File: config.mk
export PLATFORM = sky130hd
export DESIGN_NAME = uart_tx_arbiter_flat
export DESIGN_NICKNAME = d
export VERILOG_FILES = /design/src/rtl/uart_tx_arbiter_if.sv /design/src/rtl/uart_tx_arbiter.sv /design/src/flat_wrapper.sv
export SDC_FILE = /design/constraint.sdc
export NUM_CORES = 1
export LEC_CHECK = 0
export ABC_AREA = 1
export CAP_MARGIN = 20
export CELL_PAD_IN_SITES_DETAIL_PLACEMENT = 1
export CELL_PAD_IN_SITES_GLOBAL_PLACEMENT = 1
export CORE_MARGIN = 3
export CORE_UTILIZATION = 34
export CTS_BUF_LIST = sky130_fd_sc_hd__clkbuf_2 sky130_fd_sc_hd__clkbuf_4 sky130_fd_sc_hd__clkbuf_8
export CTS_CLUSTER_DIAMETER = 120
export DETAILED_ROUTE_END_ITERATION = 8
export PLACE_DENSITY_LB_ADDON = 0.15
export SLEW_MARGIN = 10
export SYNTH_ARGS = -nofsm -noshare
export SYNTH_HDL_FRONTEND = slang
export SYNTH_SLANG_ARGS = --single-unit
File: constraint.sdc
create_clock -name clk -period 4.15 [get_ports clk]
set_input_delay 1.0375 -clock clk [delete_from_list [all_inputs] [get_ports clk]]
set_output_delay 1.0375 -clock clk [all_outputs]
set_load 0.005 [all_outputs]
File: src/rtl/uart_tx_arbiter_if.sv
// Requester-side and transmitter-side signals of the shared UART transmitter arbiter.
interface uart_tx_arbiter_if #(
  parameter int NUM_REQ = 4,
  parameter int DATA_W  = 8
);
  localparam int GW = (NUM_REQ > 1) ? $clog2(NUM_REQ) : 1;

  logic [NUM_REQ-1:0]        req_valid;
  logic [NUM_REQ*DATA_W-1:0] req_data;
  logic [NUM_REQ-1:0]        req_ready;
  logic [DATA_W-1:0]         tx_data;
  logic                      tx_start;
  logic                      tx_busy;
  logic [GW-1:0]             grant_id;
  logic                      tx_done;
  logic                      err_timeout;
  logic                      idle;

  modport slave (
    input  req_valid, req_data, tx_busy,
    output req_ready, tx_data, tx_start, grant_id, tx_done, err_timeout, idle
  );

  modport master (
    output req_valid, req_data, tx_busy,
    input  req_ready, tx_data, tx_start, grant_id, tx_done, err_timeout, idle
  );
endinterface

File: src/rtl/uart_tx_arbiter.sv
// Round-robin arbiter sharing one UART byte transmitter between NUM_REQ requesters,
// sequencing load/start/wait-busy/wait-done with a guard against a silent transmitter.
module uart_tx_arbiter #(
  parameter int NUM_REQ     = 4,
  parameter int DATA_W      = 8,
  parameter int ACK_TIMEOUT = 16
) (
  input  logic             clk,
  input  logic             reset,
  uart_tx_arbiter_if.slave bus
);
  localparam int GW = (NUM_REQ > 1) ? $clog2(NUM_REQ) : 1;
  localparam int CW = $clog2(ACK_TIMEOUT);

  typedef enum logic [1:0] {IDLE, START, WAIT_BUSY, WAIT_DONE} state_t;

  state_t              state, state_nxt;
  logic [GW-1:0]       rr_ptr, rr_nxt, grant_q, grant_inc, winner;
  logic [DATA_W-1:0]   data_q;
  logic [CW-1:0]       cnt, cnt_nxt;
  logic                any_vld;
  logic [NUM_REQ-1:0]  ready;
  logic                start, done, err;

  // Scan from the farthest slot back to rr_ptr so the last hit is the rr-ordered winner.
  always_comb begin
    logic [GW-1:0] idx;
    idx     = '0;
    winner  = rr_ptr;
    any_vld = 1'b0;
    for (int k = NUM_REQ-1; k >= 0; k--) begin
      idx = GW'((int'(rr_ptr) + k) % NUM_REQ);
      if (bus.req_valid[idx]) begin
        winner  = idx;
        any_vld = 1'b1;
      end
    end
  end

  assign grant_inc = (grant_q == GW'(NUM_REQ-1)) ? '0 : grant_q + 1'b1;

  always_ff @(posedge clk or negedge reset) begin
    if (!reset) begin
      state   <= IDLE;
      rr_ptr  <= '0;
      grant_q <= '0;
      data_q  <= '0;
      cnt     <= '0;
    end else begin
      state  <= state_nxt;
      rr_ptr <= rr_nxt;
      cnt    <= cnt_nxt;
      if (state == IDLE && any_vld) begin
        data_q  <= bus.req_data[int'(winner)*DATA_W +: DATA_W];
        grant_q <= winner;
      end
    end
  end

  always_comb begin
    state_nxt = state;
    rr_nxt    = rr_ptr;
    cnt_nxt   = cnt;
    ready     = '0;
    start     = 1'b0;
    done      = 1'b0;
    err       = 1'b0;
    case (state)
      IDLE: begin
        if (any_vld) begin
          // Gated by reset so nothing looks accepted while the block is held in reset.
          ready[winner] = reset;
          state_nxt     = START;
        end
      end
      START: begin
        start     = 1'b1;
        cnt_nxt   = '0;
        state_nxt = WAIT_BUSY;
      end
      WAIT_BUSY: begin
        if (bus.tx_busy) begin
          state_nxt = WAIT_DONE;
        end else if (cnt == CW'(ACK_TIMEOUT-1)) begin
          err       = 1'b1;
          rr_nxt    = grant_inc;
          state_nxt = IDLE;
        end else begin
          cnt_nxt = cnt + 1'b1;
        end
      end
      WAIT_DONE: begin
        if (!bus.tx_busy) begin
          done      = 1'b1;
          rr_nxt    = grant_inc;
          state_nxt = IDLE;
        end
      end
      default: state_nxt = IDLE;
    endcase
  end

  assign bus.req_ready   = ready;
  assign bus.tx_data     = data_q;
  assign bus.tx_start    = start;
  assign bus.grant_id    = grant_q;
  assign bus.tx_done     = done;
  assign bus.err_timeout = err;
  assign bus.idle        = (state == IDLE);
endmodule

File: src/flat_wrapper.sv
// flat-port wrapper written by rule: the top's interface ports become plain ports
module uart_tx_arbiter_flat 
#(
  parameter int NUM_REQ     = 4,
  parameter int DATA_W      = 8,
  parameter int ACK_TIMEOUT = 16
)
  (clk, reset, bus_req_valid, bus_req_data, bus_tx_busy, bus_req_ready, bus_tx_data, bus_tx_start, bus_grant_id, bus_tx_done, bus_err_timeout, bus_idle);
  uart_tx_arbiter_if #(.NUM_REQ(NUM_REQ), .DATA_W(DATA_W)) bus_i ();
  input  logic clk;
  input  logic reset;
  input wire logic [$bits(bus_i.req_valid)-1:0] bus_req_valid;
  input wire logic [$bits(bus_i.req_data)-1:0] bus_req_data;
  input wire logic [$bits(bus_i.tx_busy)-1:0] bus_tx_busy;
  output wire logic [$bits(bus_i.req_ready)-1:0] bus_req_ready;
  output wire logic [$bits(bus_i.tx_data)-1:0] bus_tx_data;
  output wire logic [$bits(bus_i.tx_start)-1:0] bus_tx_start;
  output wire logic [$bits(bus_i.grant_id)-1:0] bus_grant_id;
  output wire logic [$bits(bus_i.tx_done)-1:0] bus_tx_done;
  output wire logic [$bits(bus_i.err_timeout)-1:0] bus_err_timeout;
  output wire logic [$bits(bus_i.idle)-1:0] bus_idle;
  assign bus_i.req_valid = bus_req_valid;
  assign bus_i.req_data = bus_req_data;
  assign bus_i.tx_busy = bus_tx_busy;
  assign bus_req_ready = bus_i.req_ready;
  assign bus_tx_data = bus_i.tx_data;
  assign bus_tx_start = bus_i.tx_start;
  assign bus_grant_id = bus_i.grant_id;
  assign bus_tx_done = bus_i.tx_done;
  assign bus_err_timeout = bus_i.err_timeout;
  assign bus_idle = bus_i.idle;
  uart_tx_arbiter #(.NUM_REQ(NUM_REQ), .DATA_W(DATA_W), .ACK_TIMEOUT(ACK_TIMEOUT)) u_core (.clk(clk), .reset(reset), .bus(bus_i));
endmodule
== After elaboration in Yosys (flattened, before gate mapping) ==
Index checks and enable logic that the tools add are counted.
Operators by class
  bitwise gates (word level): 1
  mux-type cells: 39
  equal/unequal tests: 11
  shift operators: 1
  magnitude comparators: 6
  reductions and logical operators: 8
  $add $sub $neg: 5
Operators with widths (count)
  variable part select 32 x 6 -> 8 bit: 1
  two-way mux 2 bit: 12
  two-way mux 4 bit: 4
  < comparator 2 x 3 -> 1 bit, second input constant: 5
  two-way mux 1 bit: 15
  binary-select mux 1 bit (select 2 bit): 4
  case mux 2 bit (4 select lines): 1
  case mux 4 bit (2 select lines): 1
  equality test 2 bit, second input constant: 3
  inequality test 2 bit, second input constant: 3
  AND reduction 3 bit: 2
  adder 2 x 1 -> 2 bit, second input constant: 2
  adder 2 bit, second input constant: 2
  adder 4 x 1 -> 4 bit, second input constant: 1
  AND 4 bit: 1
  equality test 4 bit, second input constant: 1
  inequality test 2 x 1 -> 1 bit, second input constant: 2
  case mux 2 bit (2 select lines): 1
  AND reduction 4 bit: 1
  nonzero test 2 bit: 2
  inequality test 3 x 2 -> 1 bit, second input constant: 1
  demux 1 bit (select 2 bit): 1
  equality test 2 x 1 -> 1 bit, second input constant: 1
  >= comparator 2 x 1 -> 1 bit, second input constant: 1
  2 further kinds: 3
Word-level totals
  input bits: 39
  register bits after elaboration: 18
  word-level logic and storage cells: 76
  output and inout port bits: 18

== Longest topological paths before layout ==
  word-level depth: 14
  depth in mapped cells: 16
  depth with buffers taken out: 15

== Least setup slack after synthesis ==
No wires, ideal clock.
  kind: input -> output
  from: input port bus_req_valid[1]
  to: output port bus_req_ready[2]
  arrival: 2067 ps
  buffers on the path: 0
  required time: 3113 ps
  stages on the path: 11
  setup slack: 1045 ps
  path through: inv_1 nand2_2 and2_4 nand2_2 nand2_1 clkinv_2 nand3_1 nand2_1 inv_2 nand2_1 nor3_1
Between the ends
  longest elaborated chain between the ends: 13
  elaborated cells between the ends (all ways): 24
  those cells by class: order compare: 2; mux: 20; bitwise: 1; reduce/logical: 1
RTL lines
  start, declared: line flat_wrapper.sv:12  | input wire logic [$bits(bus_i.req_valid)-1:0] bus_req_valid;
  binary-select mux 1 bit (select 2 bit): line uart_tx_arbiter.sv:33  | if (bus.req_valid[idx]) begin
  two-way mux 1 bit (not written as such): line uart_tx_arbiter.sv:33
  two-way mux 2 bit (4 in series): line uart_tx_arbiter.sv:33
  < comparator 2 x 3 -> 1 bit (not written as such) or >= comparator 2 x 1 -> 1 bit (tied branches): line uart_tx_arbiter.sv:72  | ready[winner] = reset;
  logical AND 1 bit (not written as such): line uart_tx_arbiter.sv:72
  two-way mux 1 bit (not written as such): line uart_tx_arbiter.sv:72
  demux 1 bit (select 2 bit)
  AND 4 bit (no source line)
  two-way mux 4 bit (*): line uart_tx_arbiter.sv:70  | if (any_vld) begin
  two-way mux 4 bit (*): line uart_tx_arbiter.sv:68  | case (state)
  end, declared: line flat_wrapper.sv:15  | output wire logic [$bits(bus_i.req_ready)-1:0] bus_req_ready;
Mark *: on every way between the ends. The rest lies on a longest branch, timed or not. The select of a mux whose other input is x is not followed.

== Worst setup path in the final report ==
  from: input port bus_req_valid[1]
  to: output port bus_req_ready[1]
Same word-level chain as after synthesis.

==> flow_summary_export.csv <==
group,metric,value,unit
floorplanning,dieArea,0.00550,sq mm
sta,fin_crit,3660,ps
worst_setup_path,critPathSlowestCell,"clkdlybuf4s50_1",
global_routing,overflow,0,
global_routing,antenna_found_initial,0,
worst_setup_path,crit_path_start_kind,"input port",
detailed_routing,drc,0,
global_routing,grt_start_max_net_pins,19,
layout,fin_nets,338,
pwr,ir_drop,0.000360,V
sta,clock_skew,5.00,ps
detailed_routing,ant_nets,0,
synthesis,ys_seq_area_frac,0.285,
clocking,cts.root.buffer_cell,"clkbuf_8",
worst_setup_path,path_class,"input port to output port",
detailed_routing,drt-total-wl,4750,um
detailed_routing,met2_length,2290,um
sta,setup_violations,0,
clocking,cts_tree,"done",
global_routing,grt_pass1_wl,8000,um
floorplanning,die_h,74.2,um
floorplanning,ioPinCount,57,
synthesis,ys_ff_latch,18,
worst_setup_path,ff2ff_path_depth,16,
worst_setup_path,cp_max_fo,6,
synthesis,synth_area,0.00158,sq mm
clocking,clk_pin_slew,70,ps
placement,placed_area,0.00219,sq mm
layout,stdcell_area,0.00227,sq mm
clocking,cts_made_buffers,3,
detailed_routing,top_layer,"met4",
synthesis,synth_warnings,0,
global_routing,grt.total_usage,0.184,
detailed_routing,via_per_inst,4.81,
synthesis,synth_top_area_share,0.285,
detailed_routing,drt-initial-drc-count,39,
global_routing,grt_pass1_vias,1736,
pwr,power,1740,uW
worst_setup_path,cp-end-kind,"output port",
synthesis,synthCells,233,
synthesis,synth_top_cell_by_area,"dfrtp_1",
synthesis,synth_adder_area_share,0.0158,
synthesis,yosysUniqueCellTypes,27,
synthesis,synth_flop_cell,"dfrtp_1",
detailed_routing,drtPass1Iterations,4,
sta,worst_pin_slew,544,ps
placement,dp_hpwl,3800,um
worst_setup_path,critPathRequiredTime,3110,ps
layout,final-instance-count-excl-fill,348,
synthesis,synth_area_leaders,"dfrtp_1 29%, nand2_1 20%, nand3_2 8.9%",
sta,rsz0062_at_grt,"no",
worst_setup_path,worst_path_most_repeated_cell,"nand3_1",
sta,fmax,273,MHz
placement,dp_cells,344,
pwr,leakage,0.00123,uW
synthesis,synth_compound_area_frac,0.0364,
detailed_routing,via_count,1673,
sta,fin_tns_setup,0,ps
detailed_routing,met1_length,2250,um
layout,diodes,0,
layout,fill_cells,583,
worst_setup_path,crit_chain,"clkdlybuf4s50_1 -> inv_1 -> o21ai_2 -> nand2_2 -> nand2_1 -> nand3_1 -> nand3b_1 -> nand2_4 -> inv_2 -> nand3_1 -> nor2_1 -> dlymetal6s2s_1",
pwr,powerDensity,767,mW/mm^2
floorplanning,core,0.00441,sq mm
clocking,cts_buffer_depth,2,
sta,fin_crit_sh,0.882,
floorplanning,rows,24,
sta,fin_hold_ws,485,ps
synthesis,syn_nets,274,
worst_hold_path,hold_path.class,"register to register",
run_status,status,"finished, final reports clean",
floorplanning,initial_core_util,0.358,
clocking,htreeDepth,1,
synthesis,synth_most_common_cell,"nand2_1",
layout,drive_above_1_share,0.189,
synthesis,yosys-top-cells-count,"83 x nand2_1, 28 x inv_1, 26 x nand3_1, 18 x dfrtp_1, 14 x nand3_2",
worst_setup_path,critical-path-max-stage-delay,460,ps
placement,port_buffers,56,
sta,slew_viol_final,0,
sta,hold_viol,0,
synthesis,synth_xor_area_frac,0,
clocking,clock-sinks,18,
placement,place_congestion,0.812,
detailed_routing,wire_per_inst,13.6,um
floorplanning,die_w,74.2,um
synthesis,synth_top_family_by_area,"simple AND/OR/NAND/NOR gates",
synthesis,async_reset_ff_frac,1.00,
clocking,clk_latency,260,ps
layout,areaGrowthSynthToFinish,43.5,%
worst_setup_path,cp.arrival,2620,ps
synthesis,synthSimpleGateAreaFrac,0.526,
detailed_routing,met3_length,149,um
clocking,cts_setup_buffers,0,
synthesis,synth_edf_count,0,
synthesis,synth.avg_cell_area,6.78,sq um
worst_hold_path,whs_path_depth,2,
sta,max_slew_margin,0.638,
flow_run,max_cap_viol_count,0,
synthesis,synthMuxAreaShare,0,
-- logic make-up (layout without fill, tap and decap cells) --
group | after synthesis | in the layout
and+or+nand+nor | 162 | 162
adders and majority gates | 2 | 2
DFF | 18 | 18
AOI/OAI and AO/OA | 10 | 10
buffers and inverters | 41 | 104
-- layer usage --
layer,vias to the layer above,GRT usage
met5,-,0
met4,0,0.0604
met3,5,0.0135
met2,30,0.294
met1,782,0.263
li1,856,-
-- repair_timing --
item / CTS / global route
hold buffers: 0 / 0
hold endpoints to repair: 0 / 0
endpoints found under the setup margin: 0 / 4
resized for setup: 0 / 7
-- layout by cell type, fill, tap and decap left out --
| cell type | count |
|---|---|
| nor4_1 | 1 |
| nor3_2 | 1 |
| clkbuf_8 | 4 |
| nand2_1 | 82 |
| nand3b_1 | 1 |
| nor2_1 | 9 |
| o21ai_2 | 1 |
| clkdlybuf4s50_1 | 52 |
| ha_1 | 2 |
| nand3_2 | 14 |
| nor3b_1 | 1 |
| nor3_1 | 6 |
| nand3_4 | 1 |
| a21oi_1 | 2 |
| a31oi_1 | 1 |
| inv_2 | 5 |
| dfrtp_1 | 18 |
| and2_4 | 1 |
| buf_4 | 10 |
| nand4_1 | 1 |
| inv_4 | 1 |
| nand2_4 | 4 |
| o21ai_0 | 5 |
| nand3_1 | 26 |
| o31ai_1 | 1 |
| dlymetal6s2s_1 | 4 |
| inv_1 | 28 |
| nand2_2 | 14 |
-- path summary, 6_finish.rpt --
path | start | slack, ps | to
max | bus_req_valid[1] | 490 | bus_req_ready[1]
max reg2reg | u_core.rr_ptr[0] | 1930 | u_core.bus.tx_data[7]
max in group asynchronous | reset | 2740 | u_core.cnt[3]
min | u_core.bus.tx_data[2] | 490 | u_core.bus.tx_data[2]
min in group asynchronous | reset | 1210 | u_core.bus.grant_id[0]
min reg2reg | u_core.bus.tx_data[2] | 490 | u_core.bus.tx_data[2]
-- state kept, by name, indices dropped and copies added, names as in the netlist --
name	cells
u_core.bus.grant_id	2
u_core.bus.tx_data	8
u_core.cnt	4
u_core.rr_ptr	2
u_core.state	2
-- worst max-delay path, delay by kind of cell --
family	cells	cell delay, ps
AO/OA/AOI/OAI	1	150
AND/OR/NAND/NOR	7	640
buffers and inverters	4	780
-- final cells by class --
cell class                 instances  area (sq um)  share of cell area
timing repair buffer              66           646               0.285
sequential                        18           450               0.199
multi-input combinational        174           921               0.406
inverter                          34           130              0.0574
tap                               52          65.1              0.0287
clock buffer                       4          55.1              0.0243
-- through the flow --
step / util / worst slack, ps
2_1_floorplan: - / 1050
3_3_place_gp: 0.497 / 73.5
3_5_place_dp: 0.497 / 45.4
4_1_cts: 0.509 / 31.0
5_1_grt: 0.514 / 348
6_report: 0.514 / 490
-- power by group --
part           internal (uW)  leakage, uW  total (uW)  switching (uW)
logic                    514     0.000979        1260             747
clock network           84.5    0.0000288         147            62.4
registers                252     0.000226         331            79.5
(Power assumes the default switching activity.)
